===== config.mk =====
export PLATFORM = sky130hd
export DESIGN_NAME = rx_frame_controller
export DESIGN_NICKNAME = d
export VERILOG_FILES = /design/src/rtl/rx_frame_controller.sv
export SDC_FILE = /design/constraint.sdc
export NUM_CORES = 1
export LEC_CHECK = 0
export CORE_ASPECT_RATIO = 0.9
export CORE_UTILIZATION = 46
export DETAILED_ROUTE_END_ITERATION = 8
export HOLD_SLACK_MARGIN = 0.08
export PLACE_DENSITY = 0.79
export RECOVER_POWER = 25
export REMOVE_ABC_BUFFERS = 1
export SLEW_MARGIN = 20
export SYNTH_ARGS = -nofsm -noshare
export SYNTH_HDL_FRONTEND = slang
export SYNTH_SLANG_ARGS = --single-unit

===== constraint.sdc =====
create_clock -name CLK -period 2.85 [get_ports CLK]
set_input_delay 0.4275 -clock CLK [delete_from_list [all_inputs] [get_ports CLK]]
set_output_delay 0.4275 -clock CLK [all_outputs]
set_load 0.005 [all_outputs]

===== src/rtl/rx_frame_controller.sv =====
// rx_frame_controller
//
// Receive-side UART frame sequencer. Detects the start-bit falling edge on the
// idle-high serial line, then walks the frame through START, DATA, optional
// PARITY and STOP using an oversample (edge) counter and a bit counter. At the
// oversample strobe point of each bit it issues a one-cycle enable to the
// matching datapath block, and at the end of the frame it qualifies the
// assembled byte with a one-cycle data_valid or frame_err pulse.
//
// Ports
//   CLK          oversampling clock
//   RST          synchronous, active-high reset
//   RX_IN        serial line, idle high
//   PAR_EN       frame carries a parity bit (latched at frame start)
//   PRESCALE     oversampling ratio, 8/16/32 (latched at frame start)
//   strt_glitch  start checker result, sampled at the end of the start bit
//   par_err      parity checker result, sampled at the end of the parity bit
//   stp_err      stop checker result, sampled at the end of the stop bit
//   dat_samp_en  sampler enable, high for the whole frame
//   strt_chk_en  one-cycle start checker strobe
//   par_chk_en   one-cycle parity checker strobe
//   stp_chk_en   one-cycle stop checker strobe
//   deser_en     one-cycle deserializer shift strobe, once per data bit
//   edge_cnt     oversample index within the current bit
//   bit_cnt      bit index within the frame (0 = start bit)
//   busy         frame in progress
//   data_valid   one-cycle pulse, deserializer byte is good
//   frame_err    one-cycle pulse, frame rejected
//
// Every output is a flop. The next-cycle value of each output is derived from
// the next-cycle state and counters, so strobes line up exactly with the
// edge_cnt value they are reported against.

module rx_frame_controller #(
    parameter int  DATA_WIDTH     = 8,
    parameter int  PRESCALE_WIDTH = 6,
    localparam int BIT_CNT_WIDTH  = $clog2(DATA_WIDTH + 3)
) (
    input  logic                      CLK,
    input  logic                      RST,
    input  logic                      RX_IN,
    input  logic                      PAR_EN,
    input  logic [PRESCALE_WIDTH-1:0] PRESCALE,
    input  logic                      strt_glitch,
    input  logic                      par_err,
    input  logic                      stp_err,
    output logic                      dat_samp_en,
    output logic                      strt_chk_en,
    output logic                      par_chk_en,
    output logic                      stp_chk_en,
    output logic                      deser_en,
    output logic [PRESCALE_WIDTH-1:0] edge_cnt,
    output logic [BIT_CNT_WIDTH-1:0]  bit_cnt,
    output logic                      busy,
    output logic                      data_valid,
    output logic                      frame_err
);

    typedef enum logic [2:0] {
        IDLE   = 3'd0,
        START  = 3'd1,
        DATA   = 3'd2,
        PARITY = 3'd3,
        STOP   = 3'd4
    } state_t;

    localparam logic [PRESCALE_WIDTH-1:0] PS_ONE        = PRESCALE_WIDTH'(1);
    localparam logic [PRESCALE_WIDTH-1:0] PS_TWO        = PRESCALE_WIDTH'(2);
    localparam logic [BIT_CNT_WIDTH-1:0]  BC_ONE        = BIT_CNT_WIDTH'(1);
    localparam logic [BIT_CNT_WIDTH-1:0]  LAST_DATA_BIT = BIT_CNT_WIDTH'(DATA_WIDTH);

    state_t                      state_q;
    state_t                      state_d;
    logic [PRESCALE_WIDTH-1:0]   prescale_q;
    logic [PRESCALE_WIDTH-1:0]   prescale_d;
    logic                        par_en_q;
    logic                        par_en_d;
    logic                        sticky_q;
    logic                        sticky_d;
    logic [PRESCALE_WIDTH-1:0]   edge_d;
    logic [BIT_CNT_WIDTH-1:0]    bit_d;
    logic [PRESCALE_WIDTH-1:0]   end_pt;
    logic [PRESCALE_WIDTH-1:0]   strobe_pt_d;
    logic                        busy_d;
    logic                        at_strobe_d;
    logic                        data_valid_d;
    logic                        frame_err_d;

    // End-of-bit point for the latched ratio. For an illegal ratio the
    // subtraction simply wraps, so the counter still rolls over and cannot
    // lock up.
    assign end_pt = prescale_q - PS_ONE;

    // Next-state / next-counter logic
    always_comb begin
        state_d      = state_q;
        edge_d       = edge_cnt;
        bit_d        = bit_cnt;
        prescale_d   = prescale_q;
        par_en_d     = par_en_q;
        sticky_d     = sticky_q;
        data_valid_d = 1'b0;
        frame_err_d  = 1'b0;

        if (state_q == IDLE) begin
            if (!RX_IN) begin
                state_d    = START;
                prescale_d = PRESCALE;
                par_en_d   = PAR_EN;
                sticky_d   = 1'b0;
                edge_d     = '0;
                bit_d      = '0;
            end
        end else if (edge_cnt == end_pt) begin
            edge_d = '0;
            bit_d  = bit_cnt + BC_ONE;
            case (state_q)
                START: begin
                    // A glitched start bit is dropped silently.
                    state_d = strt_glitch ? IDLE : DATA;
                end
                DATA: begin
                    // bit_cnt counts the start bit as 0, so the last data
                    // bit sits at index DATA_WIDTH.
                    if (bit_cnt == LAST_DATA_BIT) begin
                        state_d = par_en_q ? PARITY : STOP;
                    end
                end
                PARITY: begin
                    sticky_d = sticky_q | par_err;
                    state_d  = STOP;
                end
                STOP: begin
                    state_d = IDLE;
                    if (!sticky_q && !stp_err) begin
                        data_valid_d = 1'b1;
                    end else begin
                        frame_err_d = 1'b1;
                    end
                end
                default: begin
                    state_d = IDLE;
                end
            endcase
            if (state_d == IDLE) begin
                edge_d = '0;
                bit_d  = '0;
            end
        end else begin
            edge_d = edge_cnt + PS_ONE;
        end
    end

    // Strobe point of the bit that will be current next cycle. Using the
    // next-cycle ratio makes the START strobe correct in the first frame
    // cycle, when the ratio is being latched.
    assign strobe_pt_d = prescale_d - PS_TWO;
    assign busy_d      = (state_d != IDLE);
    assign at_strobe_d = busy_d && (edge_d == strobe_pt_d);

    always_ff @(posedge CLK) begin
        if (RST) begin
            state_q     <= IDLE;
            prescale_q  <= '0;
            par_en_q    <= 1'b0;
            sticky_q    <= 1'b0;
            edge_cnt    <= '0;
            bit_cnt     <= '0;
            dat_samp_en <= 1'b0;
            busy        <= 1'b0;
            strt_chk_en <= 1'b0;
            deser_en    <= 1'b0;
            par_chk_en  <= 1'b0;
            stp_chk_en  <= 1'b0;
            data_valid  <= 1'b0;
            frame_err   <= 1'b0;
        end else begin
            state_q     <= state_d;
            prescale_q  <= prescale_d;
            par_en_q    <= par_en_d;
            sticky_q    <= sticky_d;
            edge_cnt    <= edge_d;
            bit_cnt     <= bit_d;
            dat_samp_en <= busy_d;
            busy        <= busy_d;
            strt_chk_en <= at_strobe_d && (state_d == START);
            deser_en    <= at_strobe_d && (state_d == DATA);
            par_chk_en  <= at_strobe_d && (state_d == PARITY);
            stp_chk_en  <= at_strobe_d && (state_d == STOP);
            data_valid  <= data_valid_d;
            frame_err   <= frame_err_d;
        end
    end

endmodule


## Word level (Yosys, flattened, before mapping)

Cells that the tools add are included.

| storage, ports and cells | value |
|---|---|
| register bits after elaboration | 28 |
| input port bits | 13 |
| output and inout bits | 18 |
| word-level logic and storage cells | 74 |

| cells by class | value |
|---|---|
| add/subtract/negate cells | 4 |
| eq/ne operators | 12 |
| mux-type cells | 24 |
| bitwise operators | 4 |
| reductions and logical operators | 17 |

Operator list:

| kind | number |
|---|---|
| 2-to-1 mux 6 bit | 5 |
| 2-to-1 mux 3 bit | 7 |
| 2-to-1 mux 4 bit | 4 |
| == test 3 x 2 -> 1 bit (second input constant) | 4 |
| == test 6 bit | 2 |
| one-hot mux 3 bit (3 select lines) | 1 |
| adder 6 x 1 -> 6 bit (second input constant) | 1 |
| == test 3 x 1 -> 1 bit (second input constant) | 2 |
| == test 3 bit (second input constant) | 2 |
| logical AND 1 bit | 6 |
| zero test 3 bit | 2 |
| 2-to-1 mux 1 bit | 6 |
| subtractor 6 x 1 -> 6 bit (second input constant) | 1 |
| subtractor 6 x 2 -> 6 bit (second input constant) | 1 |
| adder 4 x 1 -> 4 bit (second input constant) | 1 |
| == test 4 bit (second input constant) | 1 |
| AND reduction 2 bit | 2 |
| nonzero test 2 bit | 2 |
| OR reduction 4 bit | 1 |
| inverter 1 bit | 3 |
| AND reduction 3 bit | 1 |
| nonzero test 3 bit | 1 |
| zero test 1 bit | 2 |
| 2-to-1 mux 2 bit | 1 |
| 2 further kinds | 2 |

## Longest topological paths before layout

| logic depth | value |
|---|---|
| depth after elaboration | 10 |
| gate-level depth with buffers | 14 |
| depth with buffers taken out | 11 |

## Least setup slack after synthesis

No wires, ideal clock.

| timing path | value |
|---|---|
| path kind | flip-flop to flip-flop |
| start point | register state_q[0] |
| end point | register stp_chk_en |
| library setup time | 141 ps |
| arrival time | 2769 ps |
| data required time | 2709 ps |
| setup slack | -60 ps |
| stages on the path, launching flop included | 15 |
| period minus slack after synthesis | 2910 ps |
| cell sequence | dfxtp_1 > clkbuf_1 > or3_1 > buf_2 > nor2_1 > clkbuf_1 > nor2_1 > a21oi_1 > ha_1 > nand2_1 > xor2_1 > nand4b_1 > o21ai_0 > a221oi_1 > nor4_1 |

| between the ends | value |
|---|---|
| longest elaborated chain between the ends | 9 |

RTL lines:

| item | RTL line | source |
|---|---|---|
| start: declaration | 72 | `state_t state_q;` |
| start signal: assignment | 178 | `state_q <= state_d;` |
| parallel branches: the longest is 8 deep, another holds subtractor 6 x 2 -> 6 bit | - |  |
| logical AND 1 bit * | 189 | `stp_chk_en <= at_strobe_d && (state_d == STOP);` |
| end signal: assignment | 189 |  |
| end: declaration | 50 | `output logic stp_chk_en,` |

Mark *: on every way between the ends. The select of a mux whose other input is x is not followed.
A chain may end at the register's enable or synchronous reset.

## Worst setup path in the final report

| timing path | value |
|---|---|
| start point | register prescale_q[0] |
| end point | register par_chk_en |

| between the ends | value |
|---|---|
| longest elaborated chain between the ends | 7 |

RTL lines:

| item | RTL line | source |
|---|---|---|
| start: declaration | 74 | `logic [PRESCALE_WIDTH-1:0] prescale_q;` |
| start signal: assignment | 179 | `prescale_q <= prescale_d;` |
| subtractor 6 x 1 -> 6 bit | 92 | `assign end_pt = prescale_q - PS_ONE;` |
| == test 6 bit | 114 | `end else if (edge_cnt == end_pt) begin` |
| 2-to-1 mux 6 bit or 2-to-1 mux 3 bit (tied branches) | 114 |  |
| 2-to-1 mux 6 bit or 2-to-1 mux 3 bit (tied branches) | 105 | `if (state_q == IDLE) begin` |
| == test 6 bit or nonzero test 3 bit (tied branches) | 159, 158 |  |
| logical AND 1 bit | 159 | `assign at_strobe_d = busy_d && (edge_d == strobe_pt_d);` |
| logical AND 1 bit * | 188 | `par_chk_en <= at_strobe_d && (state_d == PARITY);` |
| end signal: assignment | 188 |  |
| end: declaration | 49 | `output logic par_chk_en,` |

Every way passes the cells marked *; elsewhere a longest branch is shown, timed or not.

==> impl_metrics.csv <==
group,metric,value,unit
run_status,status,"finished, final reports clean",
worst_setup_path,required,3.04,ns
detailed_routing,vias,1657,
yosys,netlist_area,1620,µm²
pwr,powerDensity,406,nW/µm²
yosys,netlist_instances,202,
timing,fin_worst_skew,0.00238,ns
cells_and_area,nNetsFinal,270,
hold_path,whs_path_depth,1,
detailed_routing,viasPerCell,5.62,
die,die_height,58.2,µm
yosys,synth.avg_cell_area,8.00,µm²
detailed_routing,drc,0,
grt,grt_pass1_wl,6880,µm
yosys,yosys_warnings,0,
place,placed_area,2120,µm²
cts,clk_pin_slew_worst_paths,0.09,ns
worst_setup_path,cp.depth,11,
timing,finalHoldViolCount,0,
pwr,p_switching,0.273,mW
worst_setup_path,crit_fanout,4,
cells_and_area,regArea,562,µm²
detailed_routing,totalWireLength,4380,µm
worst_setup_path,critPathMaxStageDelay,0.56,ns
detailed_routing,drt_first_pass_iters,4,
die,start_util,0.479,
pwr,p_sw_frac,0.298,
yosys,yosysSeqAreaShare,0.347,
cells_and_area,multiInputGateArea,1050,µm²
die,num_rows,20,
timing,slew_headroom,0.613,
pwr,fin_total_pwr,0.916,mW
cts,cts.hold.buffers_added,0,
detailed_routing,wl_per_cell,14.9,µm
cells_and_area,final_cells,295,
timing,tightest_slew,0.579,ns
timing,slew_violations,0,
yosys,synth-seq-cells,28,
cts,cts_tree,"done",
pwr,p_leak,0.872,nW
place,place_congestion,0.930,
yosys,synth_edf_count,0,
pwr,peakVddDrop,0.319,mV
timing,fmax,358,MHz
place,hpwl,3150,µm
worst_setup_path,critPathTopFamily,"simple AND/OR/NAND/NOR gates",
cts,root_buffer,"clkbuf_8",
yosys,synth.distinct_cells,42,
cts,cts.path.max_buffers,2,
timing,period_needed,2.79,ns
worst_setup_path,critPathLaunch,"prescale_q[0]$_SDFF_PP0_",
cells_and_area,mostFrequentLayoutCell,"nor2_1",
yosys,ys.flop_type,"dfxtp_1",
worst_setup_path,path_buf_inv,3,
grt,antenna_found_initial,0,
cells_and_area,design_area,2260,µm²
worst_setup_path,worstRegToRegCells,11,
yosys,async_reset_ff_frac,0,
detailed_routing,antenna_left,0,
cts,clock_sinks,28,
worst_setup_path,timing.rr.start,"prescale_q[0]$_SDFF_PP0_",
cells_and_area,most-common-layout-cells,"28 x nor2_1, 27 x dfxtp_1, 24 x clkdlybuf4s50_1, 24 x buf_4, 20 x nand2_1",
cells_and_area,drive_gt1_frac,0.187,
place,io_buffers,30,
place,place_inst,290,
die,io_pins,31,
cells_and_area,nFillCells,287,
timing,setup_violations,0,
pwr,internal_power,0.644,mW
hold_path,hold_class,"reg -> reg",
worst_setup_path,arrival,2.98,ns
worst_setup_path,crit_chain,"inv_1 -> ha_2 -> or3b_4 -> a211oi_2 -> o2111ai_2 -> buf_6 -> buf_12 -> nand4_1 -> nand3_1 -> or4_4 -> nor4b_2",
die,dieArea,3760,µm²
grt,gr-total-overflow,0,
hold_path,hold_start,"sticky_q$_SDFFE_PP0P_",
cts,cts_buffers,3,
cts,clk_latency,0.27,ns
timing,layout_worst_path_cycle_share,0.980,
timing,fin_setup_tns,0,ns
flow_run,cap_violations,0,
detailed_routing,initialDrtViolationCount,114,
worst_setup_path,crit_slowest_cell,"or4_4",
grt,grt_start_max_net_pins,17,
worst_setup_path,crit_type,"reg -> reg",
die,core,3380,µm²
grt,grtUsageTotal,0.240,
die,dieWidth,64.5,µm
worst_setup_path,worst_setup_path_start_kind,"register",
cts,htree_levels,1,
pwr,clkPwrFrac,0.267,
cells_and_area,antenna_cells,0,
worst_setup_path,crit_path_end_kind,"register",
grt,grt_pass1_vias,1477,
cells_and_area,syn_to_final_growth,39.6,%
pwr,pwr-share-seq,0.452,
pwr,pwr-share-comb,0.281,
cells_and_area,fin_util,0.668,
## final cells by class
type | count | share of cell area
tap | 44 | 0.0244
multi-input combinational | 156 | 0.464
inverter | 5 | 0.00832
sequential | 28 | 0.249
timing repair buffer | 58 | 0.230
clock buffer | 4 | 0.0244
## worst register-to-register path: cells and delay by family, from the launching register on
kind | cells | cell delay (ns)
DFF | 1 | 0.33
adders and majority gates | 1 | 0.17
and+or+nand+nor | 5 | 1.37
buffers and inverters | 3 | 0.38
AOI/OAI and AO/OA | 2 | 0.44
## power groups by stage
| stage | Combinational (mW) | Clock (mW) | Sequential [mW] |
|---|---|---|---|
| 4_1_cts | 0.237 | 0.249 | 0.414 |
| 3_3_place_gp | 0.232 | 0 | 0.422 |
| 5_1_grt | 0.279 | 0.273 | 0.416 |
| 3_5_place_dp | 0.235 | 0 | 0.422 |
| 6_report | 0.258 | 0.244 | 0.414 |
| 2_1_floorplan | 0.124 | 0 | 0.427 |
## synth_stat cells, types with 2 or more instances
cell type	number	area share
a21oi_1	11	0.034
a31oi_1	3	0.012
mux2i_1	2	0.012
nor3b_1	3	0.014
ha_1	5	0.039
nor3_1	10	0.031
nand3_1	5	0.015
o31ai_1	2	0.0093
nand2_1	20	0.046
nor4b_1	3	0.016
nor4_1	5	0.019
a211oi_1	2	0.0093
or3_1	2	0.0077
nor2_1	29	0.067
o21ai_0	4	0.012
nand4_1	3	0.012
nand2b_1	5	0.019
clkbuf_1	9	0.021
dfxtp_1	28	0.35
buf_2	3	0.0093
xor2_1	14	0.076
xnor2_1	10	0.054
inv_1	5	0.012
## kinds of logic (layout without fill, tap and decap cells)
group,count (synthesis),count (layout),synth area share
xor gates and xnor gates,24,24,0.130
AOI/OAI and AO/OA,32,32,0.134
DFF,28,28,0.347
adders and majority gates,5,5,0.0387
muxes,2,2,0.0124
buffers and inverters,18,67,0.0464
and+or+nand+nor,93,93,0.292
## per-layer routing
metal	track usage	wire length, µm
met2	0.365	2100
met1	0.333	1900
met3	0.0650	321
met5	0	0
met4	0.0698	62
## path summary, 6_finish.rpt
| kind | endpoint | slack (ns) |
|---|---|---|
| worst max-delay path | par_chk_en$_SDFF_PP0_ | 0.06 |
| worst min-delay path | data_valid$_SDFF_PP0_ | 0.46 |
| worst max register to register | par_chk_en$_SDFF_PP0_ | 0.06 |
| worst min register to register | data_valid$_SDFF_PP0_ | 0.46 |
## registers in the layout, indices dropped and copies added (netlist names)
| signal | cells |
|---|---|
| stp_chk_en | 1 |
| state_q | 3 |
| frame_err | 1 |
| strt_chk_en | 1 |
| busy | 1 |
| deser_en | 1 |
| prescale_q | 6 |
| par_chk_en | 1 |
| data_valid | 1 |
| bit_cnt | 4 |
| sticky_q | 1 |
| edge_cnt | 6 |
| par_en_q | 1 |
## repair_timing
action                     4_1_cts  5_1_grt
gates resized for setup          0       15
setup endpoints to repair        0        4
buffers inserted                 0        1
## metrics by stage
step | setup WS, ns | hold slack (ns)
6_report | 0.0576 | 0.462
3_5_place_dp | 0.0658 | 0.440
5_1_grt | -0.0664 | 0.491
4_1_cts | 0.0195 | 0.455
2_1_floorplan | -0.195 | 0.422
3_3_place_gp | 0.0866 | 0.435
(Power assumes the default switching activity.)
